==> src/rtl/traffic_light_ctrl.sv <==
// Two-road (NS/EW) traffic signal controller.
// Tick-timed green/yellow/all-red phases, latched pedestrian requests that
// shorten the opposing green and light the walk lamp, and a night flash mode
// entered from the all-red clearance interval.
module traffic_light_ctrl #(
  parameter int GREEN_TICKS  = 5,
  parameter int YELLOW_TICKS = 2,
  parameter int ALLRED_TICKS = 1,
  parameter int MIN_GREEN    = 2,
  parameter int CNT_W        = 4
) (
  input  logic       clk,
  input  logic       rst,
  input  logic       tick,
  input  logic       ped_ns_req,
  input  logic       ped_ew_req,
  input  logic       flash_en,
  output logic       ns_g,
  output logic       ns_y,
  output logic       ns_r,
  output logic       ew_g,
  output logic       ew_y,
  output logic       ew_r,
  output logic       walk_ns,
  output logic       walk_ew,
  output logic [2:0] state_o
);

  typedef enum logic [2:0] {
    NS_G  = 3'd0,
    NS_Y  = 3'd1,
    AR1   = 3'd2,
    EW_G  = 3'd3,
    EW_Y  = 3'd4,
    AR2   = 3'd5,
    FLASH = 3'd6,
    ILL   = 3'd7
  } state_t;

  // Last counter value of each phase (counter runs 0..N-1 within a phase).
  localparam logic [CNT_W-1:0] G_LAST  = CNT_W'(GREEN_TICKS - 1);
  localparam logic [CNT_W-1:0] Y_LAST  = CNT_W'(YELLOW_TICKS - 1);
  localparam logic [CNT_W-1:0] AR_LAST = CNT_W'(ALLRED_TICKS - 1);
  localparam logic [CNT_W-1:0] MG_LAST = CNT_W'(MIN_GREEN - 1);

  state_t           state;
  state_t           state_nx;
  logic [CNT_W-1:0] cnt;
  logic             ns_pend;
  logic             ew_pend;
  logic             flash_ph;
  logic             phase_end;
  logic             enter_ns_g;
  logic             enter_ew_g;

  // Next-state selection: phase end condition per state, advanced only on tick.
  always_comb begin
    state_nx  = state;
    phase_end = 1'b0;
    case (state)
      NS_G:       phase_end = (cnt == G_LAST) || (ew_pend && (cnt >= MG_LAST));
      EW_G:       phase_end = (cnt == G_LAST) || (ns_pend && (cnt >= MG_LAST));
      NS_Y, EW_Y: phase_end = (cnt == Y_LAST);
      AR1, AR2:   phase_end = (cnt == AR_LAST);
      FLASH:      phase_end = !flash_en;
      default:    phase_end = 1'b1;
    endcase
    if (state == ILL) begin
      // The illegal code is left immediately, tick or not, via a clearance phase.
      state_nx = AR2;
    end else if (tick && phase_end) begin
      case (state)
        NS_G:    state_nx = NS_Y;
        NS_Y:    state_nx = AR1;
        AR1:     state_nx = flash_en ? FLASH : EW_G;
        EW_G:    state_nx = EW_Y;
        EW_Y:    state_nx = AR2;
        AR2:     state_nx = flash_en ? FLASH : NS_G;
        FLASH:   state_nx = AR2;
        default: state_nx = AR2;
      endcase
    end
  end

  assign enter_ns_g = (state_nx == NS_G) && (state != NS_G);
  assign enter_ew_g = (state_nx == EW_G) && (state != EW_G);

  // State, phase counter, pedestrian latches, walk lamps and flash phase.
  always_ff @(posedge clk) begin
    if (rst) begin
      state    <= NS_G;
      cnt      <= '0;
      ns_pend  <= 1'b0;
      ew_pend  <= 1'b0;
      walk_ns  <= 1'b0;
      walk_ew  <= 1'b0;
      flash_ph <= 1'b0;
    end else begin
      state <= state_nx;

      if (state_nx != state) begin
        cnt <= '0;
      end else if (tick && (state != FLASH)) begin
        cnt <= cnt + 1'b1;
      end

      // Requests are dropped in flash mode; the edge entering a road's green
      // consumes both the latched request and any request present on that edge.
      if (state_nx == FLASH) begin
        ns_pend <= 1'b0;
        ew_pend <= 1'b0;
      end else if (state != FLASH) begin
        ns_pend <= enter_ns_g ? 1'b0 : (ns_pend | ped_ns_req);
        ew_pend <= enter_ew_g ? 1'b0 : (ew_pend | ped_ew_req);
      end

      if (enter_ns_g) begin
        walk_ns <= ns_pend | ped_ns_req;
      end else if (state_nx != NS_G) begin
        walk_ns <= 1'b0;
      end

      if (enter_ew_g) begin
        walk_ew <= ew_pend | ped_ew_req;
      end else if (state_nx != EW_G) begin
        walk_ew <= 1'b0;
      end

      if ((state_nx == FLASH) && (state != FLASH)) begin
        flash_ph <= 1'b0;
      end else if ((state == FLASH) && tick) begin
        flash_ph <= ~flash_ph;
      end
    end
  end

  // Lamp decode from the registered state; every non-flash state lights one lamp per road.
  always_comb begin
    ns_g = 1'b0;
    ns_y = 1'b0;
    ns_r = 1'b0;
    ew_g = 1'b0;
    ew_y = 1'b0;
    ew_r = 1'b0;
    case (state)
      NS_G: begin
        ns_g = 1'b1;
        ew_r = 1'b1;
      end
      NS_Y: begin
        ns_y = 1'b1;
        ew_r = 1'b1;
      end
      EW_G: begin
        ns_r = 1'b1;
        ew_g = 1'b1;
      end
      EW_Y: begin
        ns_r = 1'b1;
        ew_y = 1'b1;
      end
      FLASH: begin
        ns_y = flash_ph;
        ew_r = flash_ph;
      end
      default: begin
        ns_r = 1'b1;
        ew_r = 1'b1;
      end
    endcase
  end

  assign state_o = state;

endmodule

==> config.mk <==
export PLATFORM = sky130hd
export DESIGN_NAME = traffic_light_ctrl
export DESIGN_NICKNAME = d
export VERILOG_FILES = /design/src/rtl/traffic_light_ctrl.sv
export SDC_FILE = /design/constraint.sdc
export NUM_CORES = 1
export LEC_CHECK = 0
export ABC_AREA = 0
export CAP_MARGIN = 20
export CORE_UTILIZATION = 45
export DETAILED_ROUTE_END_ITERATION = 10
export GPL_TIMING_DRIVEN = 0
export PLACE_DENSITY = 0.73
export SLEW_MARGIN = 20
export SYNTH_ARGS = -nofsm -noshare
export SYNTH_HDL_FRONTEND = slang
export SYNTH_SLANG_ARGS = --single-unit
export TNS_END_PERCENT = 100
==> constraint.sdc <==
create_clock -name clk -period 2.11 [get_ports clk]
set_input_delay 0.633 -clock clk [delete_from_list [all_inputs] [get_ports clk]]
set_output_delay 0.633 -clock clk [all_outputs]
set_load 0.02 [all_outputs]
# Yosys cells after proc, flatten, opt, wreduce, memory -nomap -nowiden
# Index checks and enable logic that the tools add are counted.
dict set report word_totals {
  register_bits 12
  input_bits 6
  out_inout_bits 11
}
dict set report classes {
  n_addsub 1
  n_lt_le_gt_ge 1
  n_eq_ne 15
  muxes 18
  bitwise 3
  reduce_logical 25
}
# operator n
set ops {}
lappend ops {{equality test 3 bit, second input constant} 5}
lappend ops {{case mux 3 bit (5 select lines)} 1}
lappend ops {{two-way mux 3 bit} 4}
lappend ops {{OR reduction 2 bit} 6}
lappend ops {{two-way mux 1 bit} 10}
lappend ops {{equality test 3 x 2 -> 1 bit, second input constant} 3}
lappend ops {{logical AND 1 bit} 8}
lappend ops {{logical NOT 3 bit} 2}
lappend ops {{inequality test 3 x 2 -> 1 bit, second input constant} 2}
lappend ops {{nonzero test 3 bit} 2}
lappend ops {{case mux 1 bit (5 select lines)} 1}
lappend ops {{adder 4 x 1 -> 4 bit, second input constant} 1}
lappend ops {{equality test 4 x 1 -> 1 bit, second input constant} 1}
lappend ops {{equality test 4 x 3 -> 1 bit, second input constant} 1}
lappend ops {{greater-or-equal comparator 4 x 1 -> 1 bit, second input constant} 1}
lappend ops {{logical NOT 4 bit} 1}
lappend ops {{case mux 1 bit (2 select lines)} 2}
lappend ops {{nonzero test 2 bit} 2}
lappend ops {{equality test 3 x 1 -> 1 bit, second input constant} 1}
lappend ops {{inequality test 3 bit} 1}
lappend ops {{inequality test 3 bit, second input constant} 1}
lappend ops {{OR reduction 3 bit} 1}
lappend ops {{logical OR 1 bit} 2}
lappend ops {{OR 1 bit} 2}
lappend ops {{2 further kinds} 2}

# Longest topological paths before layout
# Gate-level depths: netlist (run 1).
dict set report depth {
  ltp_word 10
  mapped_depth 8
  depth_no_buf 8
}

# Least setup slack after synthesis (run 1)
# No wires, ideal clock.
dict set report synth_path {
  path_type {register to output}
  startpoint {reg state[1] (netlist: state_o[1])}
  endpoint {out ew_r}
  arrival_ps 1716
  required_time_ps 1477
  path_slack_ps -239
  path_stages_with_launch 6
  n_path_buf 2
  path_cell_list {dfxtp_1 clkbuf_1 clkbuf_1 nand2_1 nor2_1 a21oi_1}
}
dict set report synth_between {
  elab_chain_cells 3
  elab_cells_between_ends 5
  cone_classes {eq/ne (3); mux (1); reduce/logical (1)}
}
# item line
set synth_rtl {}
lappend synth_rtl {{from (decl)} 46} ;# state_t state;
lappend synth_rtl {{from (signal assigned)} 99} ;# state <= state_nx;
lappend synth_rtl {{equality test 3 bit or equality test 3 x 2 -> 1 bit (tied branches)} 145} ;# case (state)
lappend synth_rtl {{OR reduction 2 bit (no line)} -}
lappend synth_rtl {{case mux 1 bit (2 select lines) *} 145}
lappend synth_rtl {{to (decl)} 23} ;# output logic ew_r,
# Every way passes the cells marked *; elsewhere a longest branch is shown, timed or not.

# Worst setup path after layout (run 1)
dict set report layout_path {
  startpoint {reg cnt[1]}
  endpoint {reg cnt[1]}
}
dict set report layout_between {
  elab_chain_cells 9
  elab_cells_between_ends 15
  cone_classes {add/sub (1); order compare (1); eq/ne (3); mux (3); reduce/logical (7)}
}
# item line
set layout_rtl {}
lappend layout_rtl {{from (decl)} 48} ;# logic [CNT_W-1:0] cnt;
lappend layout_rtl {{from (signal assigned)} 104} ;# cnt <= cnt + 1'b1;
lappend layout_rtl {{greater-or-equal comparator 4 x 1 -> 1 bit} {61, 62}}
lappend layout_rtl {{logical AND 1 bit (on tied branches)} {62, 61}}
lappend layout_rtl {{logical OR 1 bit (on tied branches)} {62, 61}}
lappend layout_rtl {{case mux 1 bit (5 select lines)} 60} ;# case (state)
lappend layout_rtl {{logical AND 1 bit} 71} ;# end else if (tick && phase_end) begin
lappend layout_rtl {{two-way mux 3 bit} 71}
lappend layout_rtl {{two-way mux 3 bit} 68} ;# if (state == ILL) begin
lappend layout_rtl {{inequality test 3 bit} 101} ;# if (state_nx != state) begin
lappend layout_rtl {{OR reduction 2 bit (no line)} -}
# Several ways; a longest one is shown, not always the timed one.
# A chain may end at the register's enable or synchronous reset.

==> impl_results.md, run 1 <==
* Status: finished, violations left
* Failing checks: negative setup slack
* Residual DRC at 0
* Die height at 46.68 microns
* DRT Wirelength at 2.610 mm
* Final Setup Violations at 6
* Dpl hpwl at 1.652 mm
* Num rows at 15
* Gate power share at 0.392
* Clock Sink Count at 12
* Post-layout net count at 153
* Worst path max stage delay at 0.40 ns
* Layout cells sized above 1 at 0.3521
* Cells after DPL at 156
* Gp weighted congestion at 0.9151
* Sequential power share at 0.390
* CTS Buf Count at 3
* IO Count at 17
* Critical path's slowest cell: or3b_4
* Cell Chain, Critical Path: inv_4, ha_4, or3b_4, a21oi_4, nor3_4, o31a_1, buf_4, a311o_1, a21oi_1
* Clock slew at reported path FFs at 0.07 ns
* Dominant synthesized flop cell: dfxtp_1
* Unrepaired setup endpoints after global routing: true
* Switch share at 0.3384
* Data required time of the critical path at 2.31 ns
* DRT Pass-1 Iters at 5
* WS Path Type: reg -> reg
* IO Port Bufs at 14
* Worst slew pin tran at 0.5646 ns
* Max IR drop VDD at 291.5 uV
* Global Route Usage Sum at 0.2612
* Hold Buf Count CTS at 0
* Antenna violations before repair at 0
* Final cell count without fillers at 167
* Crit-path max FO at 4
* Via density at 5.922
* Die area at 2179 sq um
* Pre-CTS setup slack at -0.5684 ns
* Max-cap violations at 0
* Clock Path Buffers at 2
* DR top layer: met4
* Iter 0 DRT Violations at 47
* Antenna Cells at 0
* Number of distinct library cells after synthesis at 43
* Power Total at 0.6460 mW
* M1 WL at 1.049 mm
* Post-synth EDFFs at 0
* Bufs and invs on worst path at 2
* Met2 routed wirelength at 1.228 mm
* Pins Over Slew Limit at 0
* Syn Inst Count at 117
* Wire length per cell at 15.63 microns
* Via count at 989
* Global-route wire length before repair at 4.002 mm
* Largest net degree at the start of global routing at 11
* Final Critical Period at 2.174 ns
* Skew final at 0.001072 ns
* Syn_area_per_cell at 7.678 sq um
* P_int at 0.4274 mW
* Post-route clock period utilization at 1.030
* Grt ovf at 0
* Startpoint types: flip-flop
* Register-to-register setup slack at -0.06 ns
* Delay-heaviest family, CP: compound AO/OA/AOI/OAI gates
* H-tree Lvls at 1
* Fmax at 0.4600 GHz
* Post-synthesis cell area at 898.4 sq um
* Number of global-route vias before repair at 903
* Slew HR at 0.6236
* Asr flop ratio synth at 0
* TritonCTS clock tree: built
* Leak at 0.4833 nW
* Syn_nets at 126
* CP endpoint kind: flip-flop
* Seq cells post-synth at 12
* Ys Warns at 0
* Initial Utilization at 0.4986
* Critical Path AT at 2.37 ns
* Area delta synth->final at 44.15%
* Hold crit path type: reg -> reg
* P_sw at 0.2186 mW
* P per Cell Area at 498.9 nW/um^2
* Core Box Area at 1802 sq um
* Final WS setup at -0.06406 ns
* Worst skew pair latency at 0.27 ns
* Sequential-to-total area share from yosys stat at 0.2674
* Post-route ant nets at 0
* Root Buffer: clkbuf_4
* Endpoints failing hold at 0
* Clock Power Share at 0.218
* DR WL met3 at 275 microns
* Chip width at 46.68 microns
## placed cells by master, fill, tap and decap left out, types with 2 or more instances in the layout
master           instances
a211oi_1                 2
a211oi_2                 2
a21oi_1                 12
buf_2                    5
buf_4                   13
clkbuf_4                 3
clkbuf_8                 2
clkdlybuf4s50_1          7
dfxtp_1                  9
dfxtp_4                  2
ha_4                     2
inv_1                    4
inv_4                    2
nand2_1                  5
nand3_1                  3
nand3b_1                 3
nor2_1                  12
nor2_4                   2
nor2b_1                  3
nor3_1                   2
nor3b_1                  2
nor4b_1                  2
o211ai_1                 2
o21a_1                   2
o21ai_0                  2
xnor2_1                  2
xor2_1                   3
## worst min-delay path: stages, from the launching register on
cell	delay, ns
dfxtp_1	0.33
a21oi_1	0.12
a211oi_1	0.05
## power by group through the flow
stage	clock [mW]	sequential (mW)	combinational, mW
floorplan	0	0.257	0.123
global placement	0	0.253	0.178
detailed placement	0	0.254	0.181
CTS	0.143	0.253	0.234
global route	0.155	0.254	0.270
finish	0.141	0.252	0.253
## kinds of logic after synthesis
family,synth area share
DFF,0.2674
xor gates and xnor gates,0.04876
and+or+nand+nor,0.2939
adders and majority gates,0.04179
AOI/OAI and AO/OA,0.2646
buffers and inverters,0.06684
muxes,0.01671
## flip-flops by register name, indices dropped and copies added (netlist names)
| name | count |
|---|---|
| cnt | 4 |
| state_o | 3 |
| ew_pend | 1 |
| walk_ew | 1 |
| flash_ph | 1 |
| ns_pend | 1 |
| walk_ns | 1 |
## per-stage QoR
stage / instance area (sq um) / hold slack [ns] / setup TNS, ns / utilization
2_1_floorplan: 900.9 / 0.4530 / -0.2880 / -
3_3_place_gp: 1072 / 0.4693 / -4.628 / 0.5951
3_5_place_dp: 1072 / 0.4813 / -5.097 / 0.5951
4_1_cts: 1244 / 0.5387 / -0.2745 / 0.6903
5_1_grt: 1295 / 0.6008 / -0.7902 / 0.7188
6_report: 1295 / 0.5406 / -0.2376 / 0.7188
## synth_stat cells, drive strengths merged, types with 2 or more instances
cell type  count  share of area
o211ai         2          0.017
xnor2          2          0.020
a211oi         4          0.039
nor4b          3          0.036
dfxtp         12           0.27
nor2b          4          0.028
nand3b         3          0.025
nor3           4          0.022
o21a           2          0.017
o21ai          2          0.011
clkbuf         5          0.021
nor2          15          0.063
nand3          3          0.017
a21oi         13          0.077
nor3b          2          0.017
buf            4          0.021
inv            6          0.025
ha             3          0.042
nand2          6          0.025
xor2           3          0.029
## final timing paths
path,from,endpoint,cells past startpoint
worst min register to register,ns_pend,ns_pend,2
worst max-delay path,cnt[1],cnt[1],9
worst max register to register,cnt[1],cnt[1],9
worst min-delay path,ns_pend,ns_pend,2
## routing by layer
metal / track usage / vias up
met5: 0 / -
met4: 0.09714 / 0
met3: 0.04314 / 8
met2: 0.3972 / 62
met1: 0.3653 / 441
li1: - / 478
## cell type report
| cell class | count | area, sq um |
|---|---|---|
| inverters | 6 | 27.53 |
| repair buffers | 22 | 177.7 |
| multi-input cells | 90 | 716.9 |
| plain buffers | 9 | 70.07 |
| flip-flops and latches | 12 | 249.0 |
| well taps | 25 | 31.28 |
| clock buffers | 3 | 22.52 |
| fillers | 149 | 506.7 |
## what timing repair did
action / CTS / global route
endpoints found under the setup margin: 14 / 12
resized for setup: 57 / 14
pin swaps: 12 / 5
buffers inserted: 8 / 1
Note: power is estimated with default switching activity, not from simulation.
==> run 2, diff against run 1 <==
- PLACE_DENSITY: 0.73 -> unset
- PLACE_DENSITY_LB_ADDON: unset -> 0.08
==> run 2 against run 1 <==
Effect of this change: the flow still finishes with violations (negative setup slack); routed wire length is 3.1% lower; count of clock-buffer cells in the layout is 1 higher; sequential cell count stayed put; combinational power is 8% lower; sequential share of layout area is 0.30 points higher; clock power is 41% higher; core utilization is 0.76 points lower; cell count is 1.2% lower.
==> impl_results.md, run 2 (synthesized netlist as in run 1, its figures left out) <==
* Core Box Area at 1802 sq um
* Final Critical Period at 2.161 ns
* Iter 0 DRT Violations at 23
* Post-route clock period utilization at 1.024
* Final Core Density at 0.7111
* DRT Wirelength at 2.530 mm
* Global Route Usage Sum at 0.2604
* Largest register by flop count: cnt
* CP endpoint kind: flip-flop
* Max-cap violations at 0
* H-tree Lvls at 1
* Clock slew at reported path FFs at 0.09 ns
* Die area at 2179 sq um
* Worst skew pair latency at 0.29 ns
* Via count at 975
* Critical path's slowest cell: dfxtp_4
* Max IR drop VDD at 381.1 uV
* Most common cell after layout, fill and taps aside: nor2_1
* IO Count at 17
* CTS Buf Count at 3
* Grt ovf at 0
* Post-route ant nets at 0
* Endpoints failing hold at 0
* Antenna violations before repair at 0
* Hold path depth at 2
* Critical Path AT at 2.37 ns
* Slew HR at 0.6474
* Wire length per cell at 15.33 microns
* Worst path max stage delay at 0.38 ns
* Initial Utilization at 0.4986
* DRT Pass-1 Iters at 4
* Clock Path Buffers at 2
* Die height at 46.68 microns
* Layout cells sized above 1 at 0.3357
* Failing checks: negative setup slack
* Via density at 5.909
* R2R cell count at 8
* Skew final at 0.004146 ns
* Cells after DPL at 156
* Antenna Cells at 0
* Hold Slack at 0.5450 ns
* Leak at 0.4963 nW
* Area delta synth->final at 42.62%
* Hold crit path type: reg -> reg
* Clock Sink Count at 12
* Fmax at 0.4627 GHz
* Final Setup Violations at 2
* Commonest non-fill, non-tap cells in the layout: nor2_1 (12), a21oi_1 (11), dfxtp_1 (8), buf_4 (7), clkdlybuf4s50_1 (7)
* Hold Buf Count CTS at 0
* Pins Over Slew Limit at 0
* Crit-path max FO at 4
* Largest net degree at the start of global routing at 11
* Global-route wire length before repair at 3.870 mm
* Chip width at 46.68 microns
* WS Path Type: reg -> reg
* Dpl hpwl at 1.668 mm
* Root Buffer: clkbuf_4
* Gp weighted congestion at 0.8758
* P per Cell Area at 535.5 nW/um^2
* IO Port Bufs at 14
* CP Depth at 8
* Startpoint types: flip-flop
* Worst slew pin tran at 0.5289 ns
* Final cell count without fillers at 165
* TritonCTS clock tree: built
* Final WS setup at -0.05102 ns
* Max reg flops at 4
* Data required time of the critical path at 2.32 ns
* Post-layout net count at 150
* Delay-heaviest family, CP: simple AND/OR/NAND/NOR gates
* Num rows at 15
* Status: finished, violations left
* Number of global-route vias before repair at 850
* Residual DRC at 0
* Bufs and invs on worst path at 1
* Unrepaired setup endpoints after global routing: true
* Cell Chain, Critical Path: inv_4, ha_4, or3b_4, a21oi_4, nor3_2, o31a_1, mux2_4, nor4b_4
-- run 2: path summary, 6_finish.rpt --
kind	startpoint	end	slack [ns]
hold / removal	ns_pend	ns_pend	0.55
setup / recovery	cnt[0]	walk_ew	-0.05
setup reg to reg	cnt[0]	walk_ew	-0.05
hold reg to reg	ns_pend	ns_pend	0.55
-- run 2: layer usage --
layer  wire [microns]  part of all wire  global-route usage  up-vias
met5                0                 0                   0        -
met4               39             0.015              0.1029        0
met3              162             0.064             0.05098        4
met2             1217              0.48              0.4222       40
met1             1111              0.44              0.3349      459
li1                 -                 -                   -      472
-- run 2: per-stage QoR --
step                setup WS [ns]  power, mW  area, sq um  TNS [ns]
global placement          -0.6098     0.4307         1072    -4.882
finish                   -0.05102     0.6861         1281  -0.09240
CTS                      -0.06829     0.6534         1221   -0.1160
detailed placement        -0.5963     0.4336         1072    -5.079
global route             -0.09863     0.7215         1281   -0.3401
floorplan                 -0.1060     0.3797        900.9   -0.2880
-- run 2: cell type report --
| type | count | area (sq um) |
|---|---|---|
| multi-input cells | 90 | 701.9 |
| fillers | 136 | 520.5 |
| flip-flops and latches | 12 | 250.2 |
| repair buffers | 19 | 152.6 |
| plain buffers | 9 | 81.33 |
| clock buffers | 4 | 36.28 |
| well taps | 25 | 31.28 |
| inverters | 6 | 27.53 |
-- run 2: repair_timing --
item | in CTS | in global routing
gates resized for setup | 56 | 16
hold endpoints to repair | 0 | 0
setup endpoints to repair | 13 | 12
pin swaps | 7 | 9
setup buffers | 4 | 1
-- run 2: worst min-delay path, delay by kind of cell (launching register included) --
| family | cells | cell delay [ns] |
|---|---|---|
| compound gates | 2 | 0.16 |
| flops | 1 | 0.34 |
-- run 2: where the power goes --
group          internal [mW]  switching, mW
sequential             0.239         0.0134
clock                  0.105         0.0939
combinational          0.113          0.122
